[src/rtl/mem_port_arbiter3.sv]
// mem_port_arbiter3
//   Round-robin arbiter sharing one slave port among three requesters
//   (0 = ifetch, 1 = lsu, 2 = debug/dma). A grant lasts for a burst of up to
//   MAX_BEATS accepted beats while other requesters are waiting. Without
//   contention the burst has no limit. There is always one IDLE cycle
//   between two grants.
// Ports
//   clk      rising-edge clock
//   resetn   synchronous reset, active low
//   req[2:0] per-requester request, held while beats remain
//   s_ready  slave accepts the presented beat this cycle
//   s_valid  beat presented to slave (busy & req[sel])
//   sel[1:0] registered mux select / grant index (00,01,10)
//   gnt[2:0] one-hot grant, 000 when idle
//   ack[2:0] per-requester beat accepted
//   busy     high while in GRANT
module mem_port_arbiter3 #(
  parameter int MAX_BEATS = 8
) (
  input  logic       clk,
  input  logic       resetn,
  input  logic [2:0] req,
  input  logic       s_ready,
  output logic       s_valid,
  output logic [1:0] sel,
  output logic [2:0] gnt,
  output logic [2:0] ack,
  output logic       busy
);

  localparam int CW = $clog2(MAX_BEATS + 1);
  localparam logic [CW-1:0] LAST = CW'(MAX_BEATS - 1);
  localparam logic [CW-1:0] SAT  = CW'(MAX_BEATS);

  typedef enum logic {IDLE, GRANT} state_t;

  state_t        state, state_nxt;
  logic [1:0]    sel_nxt, pick;
  logic [CW-1:0] beat_cnt, cnt_nxt;
  logic          beat_done, others;

  always_ff @(posedge clk) begin
    if (!resetn) begin
      state    <= IDLE;
      sel      <= 2'b10;
      beat_cnt <= '0;
    end else begin
      state    <= state_nxt;
      sel      <= sel_nxt;
      beat_cnt <= cnt_nxt;
    end
  end

  // First set request after the last grant, scanning sel+1, sel+2, sel+3 (mod 3).
  always_comb begin
    pick = sel;
    case (sel)
      2'b00:   pick = req[1] ? 2'b01 : req[2] ? 2'b10 : 2'b00;
      2'b01:   pick = req[2] ? 2'b10 : req[0] ? 2'b00 : 2'b01;
      default: pick = req[0] ? 2'b00 : req[1] ? 2'b01 : 2'b10;
    endcase
  end

  assign busy      = (state == GRANT);
  assign gnt       = busy ? (3'b001 << sel) : 3'b000;
  assign s_valid   = busy & req[sel];
  assign beat_done = s_valid & s_ready;
  assign ack       = gnt & {3{beat_done}};
  assign others    = |(req & ~(3'b001 << sel));

  always_comb begin
    state_nxt = state;
    sel_nxt   = sel;
    cnt_nxt   = beat_cnt;
    case (state)
      IDLE: begin
        if (|req) begin
          state_nxt = GRANT;
          sel_nxt   = pick;
          cnt_nxt   = '0;
        end
      end
      GRANT: begin
        if (!req[sel]) begin
          state_nxt = IDLE;
        end else if (beat_done) begin
          if (beat_cnt != SAT) cnt_nxt = beat_cnt + 1'b1;
          // Past the burst limit on an uncontended burst the count sits at
          // SAT, so late contention still releases at the next beat.
          if (beat_cnt >= LAST && others) state_nxt = IDLE;
        end
      end
      default: state_nxt = IDLE;
    endcase
  end

endmodule
[config.mk]
export PLATFORM = sky130hd
export DESIGN_NAME = mem_port_arbiter3
export DESIGN_NICKNAME = d
export VERILOG_FILES = /design/src/rtl/mem_port_arbiter3.sv
export SDC_FILE = /design/constraint.sdc
export NUM_CORES = 1
export LEC_CHECK = 0
export CORE_AREA = 2 2 39 41
export CTS_BUF_LIST = sky130_fd_sc_hd__clkbuf_4 sky130_fd_sc_hd__clkbuf_8
export DETAILED_ROUTE_END_ITERATION = 16
export DIE_AREA = 0 0 41 43
export HOLD_SLACK_MARGIN = 0.03
export PLACE_DENSITY = 0.7
export SYNTH_ARGS = -nofsm -noshare
export SYNTH_HDL_FRONTEND = slang
export SYNTH_SLANG_ARGS = --single-unit
[constraint.sdc]
create_clock -name clk -period 2.31 [get_ports clk]
set_input_delay 0.462 -clock clk [delete_from_list [all_inputs] [get_ports clk]]
set_output_delay 0.462 -clock clk [all_outputs]
set_load 0.03 [all_outputs]
==> flow_summary.yaml <==
route:
  first_iter_violations: 5
  wl_per_cell_um: 11.9
  vias_per_cell: 5.41
  drc_errors: 0
  route.final.wire_length_um: 1250
  vias: 568
  route.antenna.remaining_nets: 0
  drtPass1Iterations: 4
critical_path:
  r2r.worst_path.cells: 5
  reg2reg_to: "beat_cnt[2]$_SDFFE_PN0P_"
  reg2reg_from: "sel[0]$_SDFFE_PN0P_"
  critical_path_arrival_ns: 1.63
  critPathKind: "in2out"
  cp.required_ns: 1.85
  slowest_delay_ns: 0.52
  critPathCaptureType: "output port"
  crit_fanout: 4
  critPathTopFamily: "buffers and inverters"
  path_buf_inv: 2
  cp-start-kind: "primary input"
  slowest_stage: "clkdlybuf4s50_1"
  cp_cell_sequence: "clkdlybuf4s50_1, mux2i_4, o32ai_1, buf_4"
  reg2reg_slack_ns: 0.74
timing:
  fin_crit_ns: 2.09
  tns_ns: 0
  grt_setup_unrepaired: "false"
  slew_violations: 0
  hold_violations: 0
  worstMarginPinSlew_ns: 0.313
  max_freq_mhz: 479
  skew_ns: 0.00309
  period_share_pct: 90.4
  whs_ns: 0.517
  setup_viol: 0
  relSlewSlack_pct: 79.1
die:
  coreArea_mm2: 0.00138
  dieArea_mm2: 0.00176
  die_h_um: 43
  die_w_um: 41
  fp-row-count: 14
  start_util_pct: 39.0
  io_pins: 16
global_routing:
  grt_pass1_wl_um: 1990
  track_usage_pct: 16.6
  grt_start_max_net_pins: 10
  grt_pass1_vias: 501
  grt_overflow: 0
  grt_antenna_before_repair: 0
power:
  leakage_nw: 0.295
  peakVddDrop_mv: 0.458
  clockPowerShare_pct: 30.0
  p_seq_share_pct: 33.8
  p_sw_w: 0.000133
  internal_power_w: 0.000270
  p_per_area_mw_per_mm2: 529
  p_comb_share_pct: 36.3
  switching_share_pct: 33.0
  power.total_w: 0.000403
synthesis:
  netlist-cell-type-count: 31
  syn_avg_cell_area_um2: 8.05
  synth_top_area_share_pct: 26.0
  synth-simple-area-share_pct: 27.6
  synth.yosys.seq_area_share_pct: 26.0
  synth_top_family_by_area: "simple AND/OR/NAND/NOR gates"
  synth_edf_count: 0
  yosys-top-cells-area: "dfxtp_1 26%, nand2_1 7.0%, o32ai_4 5.1%"
  yosysTopAreaCell: "dfxtp_1"
  synth_xor_area_share_pct: 0
  synth.cell_area_um2: 539
  synth_mux_area_share_pct: 7.89
  synth-compound-area-share_pct: 27.4
  ys_warn_count: 0
  synthCells: 67
  synth_ff_type: "dfxtp_1"
  syn_nets: 75
  synth-async-reset-ratio_pct: 0
  ys_seq_elements: 7
  synthAdderAreaFrac_pct: 4.64
min_path:
  min_to: "beat_cnt[1]$_SDFFE_PN0P_"
  hp-start: "beat_cnt[1]$_SDFFE_PN0P_"
  whs_path_depth: 2
  hold_path_class: "reg2reg"
clock_tree:
  htree_levels: 1
  postCtsSetupRepairBufs: 0
  clockBufferDepth: 2
  cts.sinks: 7
  numCtsBuffers: 3
  cts_tree: "yes"
  root_buffer: "clkbuf_4"
  post_cts_resized: 0
  path_clk_slew_ns: 0.05
  cts_hold_buf: 0
  worstSkewPairLatency_ns: 0.25
final_layout:
  drive_above_1_share_pct: 22.5
  nets: 98
  area_growth_pct: 41.1
  utilization_pct: 55.0
  num_antenna_cells: 0
placement:
  dp_hpwl_um: 996
  finalWeightedCongestion: 0.694
  port_buffers: 15
flow_run:
  cap_violations: 0
run_status:
  status: "finished clean"
power by group through the flow:
stage | Clock, W | Sequential [W] | Combinational, W
after detailed placement | 0 | 0.000138 | 0.000146
after global routing | 0.000132 | 0.000136 | 0.000158
after global placement | 0 | 0.000138 | 0.000146
final | 0.000121 | 0.000136 | 0.000146
after CTS | 0.000126 | 0.000136 | 0.000147
after floorplan | 0 | 0.000147 | 0.0000797
registers in the layout (all words and copies together) (netlist names):
signal / count
beat_cnt: 4
busy: 1
sel: 2
stage by stage:
step | cells | cell area [um^2] | setup WS (ns)
after floorplan | 67 | 546 | 0.0904
after global placement | 101 | 731 | 0.245
after detailed placement | 101 | 731 | 0.226
after global routing | 105 | 761 | 0.132
final | 105 | 761 | 0.222
after CTS | 105 | 761 | 0.220
worst max path at each step:
stage,slack [ns],end,depth (start not counted),from
final,0.22,s_valid,4,req[0]
after global placement,0.25,s_valid,4,req[1]
after detailed placement,0.23,s_valid,4,req[1]
after global routing,0.13,s_valid,4,req[1]
after floorplan,0.09,ack[0],3,busy$_SDFF_PN0_
after CTS,0.22,s_valid,4,req[0]
final cells by class:
cell class	count	area, um^2
clock buffer	4	30.0
sequential	7	140
fill	142	623
tap	16	20.0
inverter	4	15.0
timing repair buffer	21	185
multi-input combinational	53	370
routing by layer:
metal / vias to the layer above / routed length [um] / GRT usage, % / part of all wire [%]
li1: 291 / - / - / -
met1: 254 / 532 / 18.2 / 43
met2: 19 / 617 / 28.4 / 49
met3: 4 / 79 / 3.14 / 6.3
met4: 0 / 19 / 8.00 / 1.5
met5: - / 0 / 0 / 0
synth_stat cells, drive strengths merged, types with 2 or more instances:
| library cell | number |
|---|---|
| nor2 | 5 |
| ha | 2 |
| o32ai | 2 |
| buf | 2 |
| dfxtp | 7 |
| nand3 | 3 |
| nor3 | 4 |
| a21oi | 5 |
| nand2 | 10 |
| o21a | 2 |
| nor3b | 2 |
| inv | 4 |
| o21ai | 4 |
| mux2i | 3 |
kinds of logic (layout without fill, tap and decap cells):
group	count (synthesis)	count (layout)
flops	7	7
buf+inv	7	29
fa+ha+maj	2	2
mux	3	3
compound gates	19	19
simple gates	29	29
worst min-delay path: stages, from the launching register on:
cell     delay [ns]
dfxtp_1        0.34
nand2_1        0.07
mux2i_1        0.06
placed cells by master (no fill, tap or decap), drive strengths merged:
master,netlist,layout
a211oi,1,1
a21o,1,1
a21oi,5,5
a31o,1,1
a41oi,1,1
and2b,1,1
and4,1,1
buf,2,10
clkbuf,1,4
clkdlybuf4s50,0,11
dfxtp,7,7
ha,2,2
inv,4,4
mux2i,3,3
nand2,10,10
nand2b,1,1
nand3,3,3
nor2,5,5
nor3,4,4
nor3b,2,2
nor4,1,1
nor4b,1,1
o21a,2,2
o21ai,4,4
o21bai,1,1
o31ai,1,1
o32ai,2,2
Note: power is estimated with default switching activity, not from simulation.
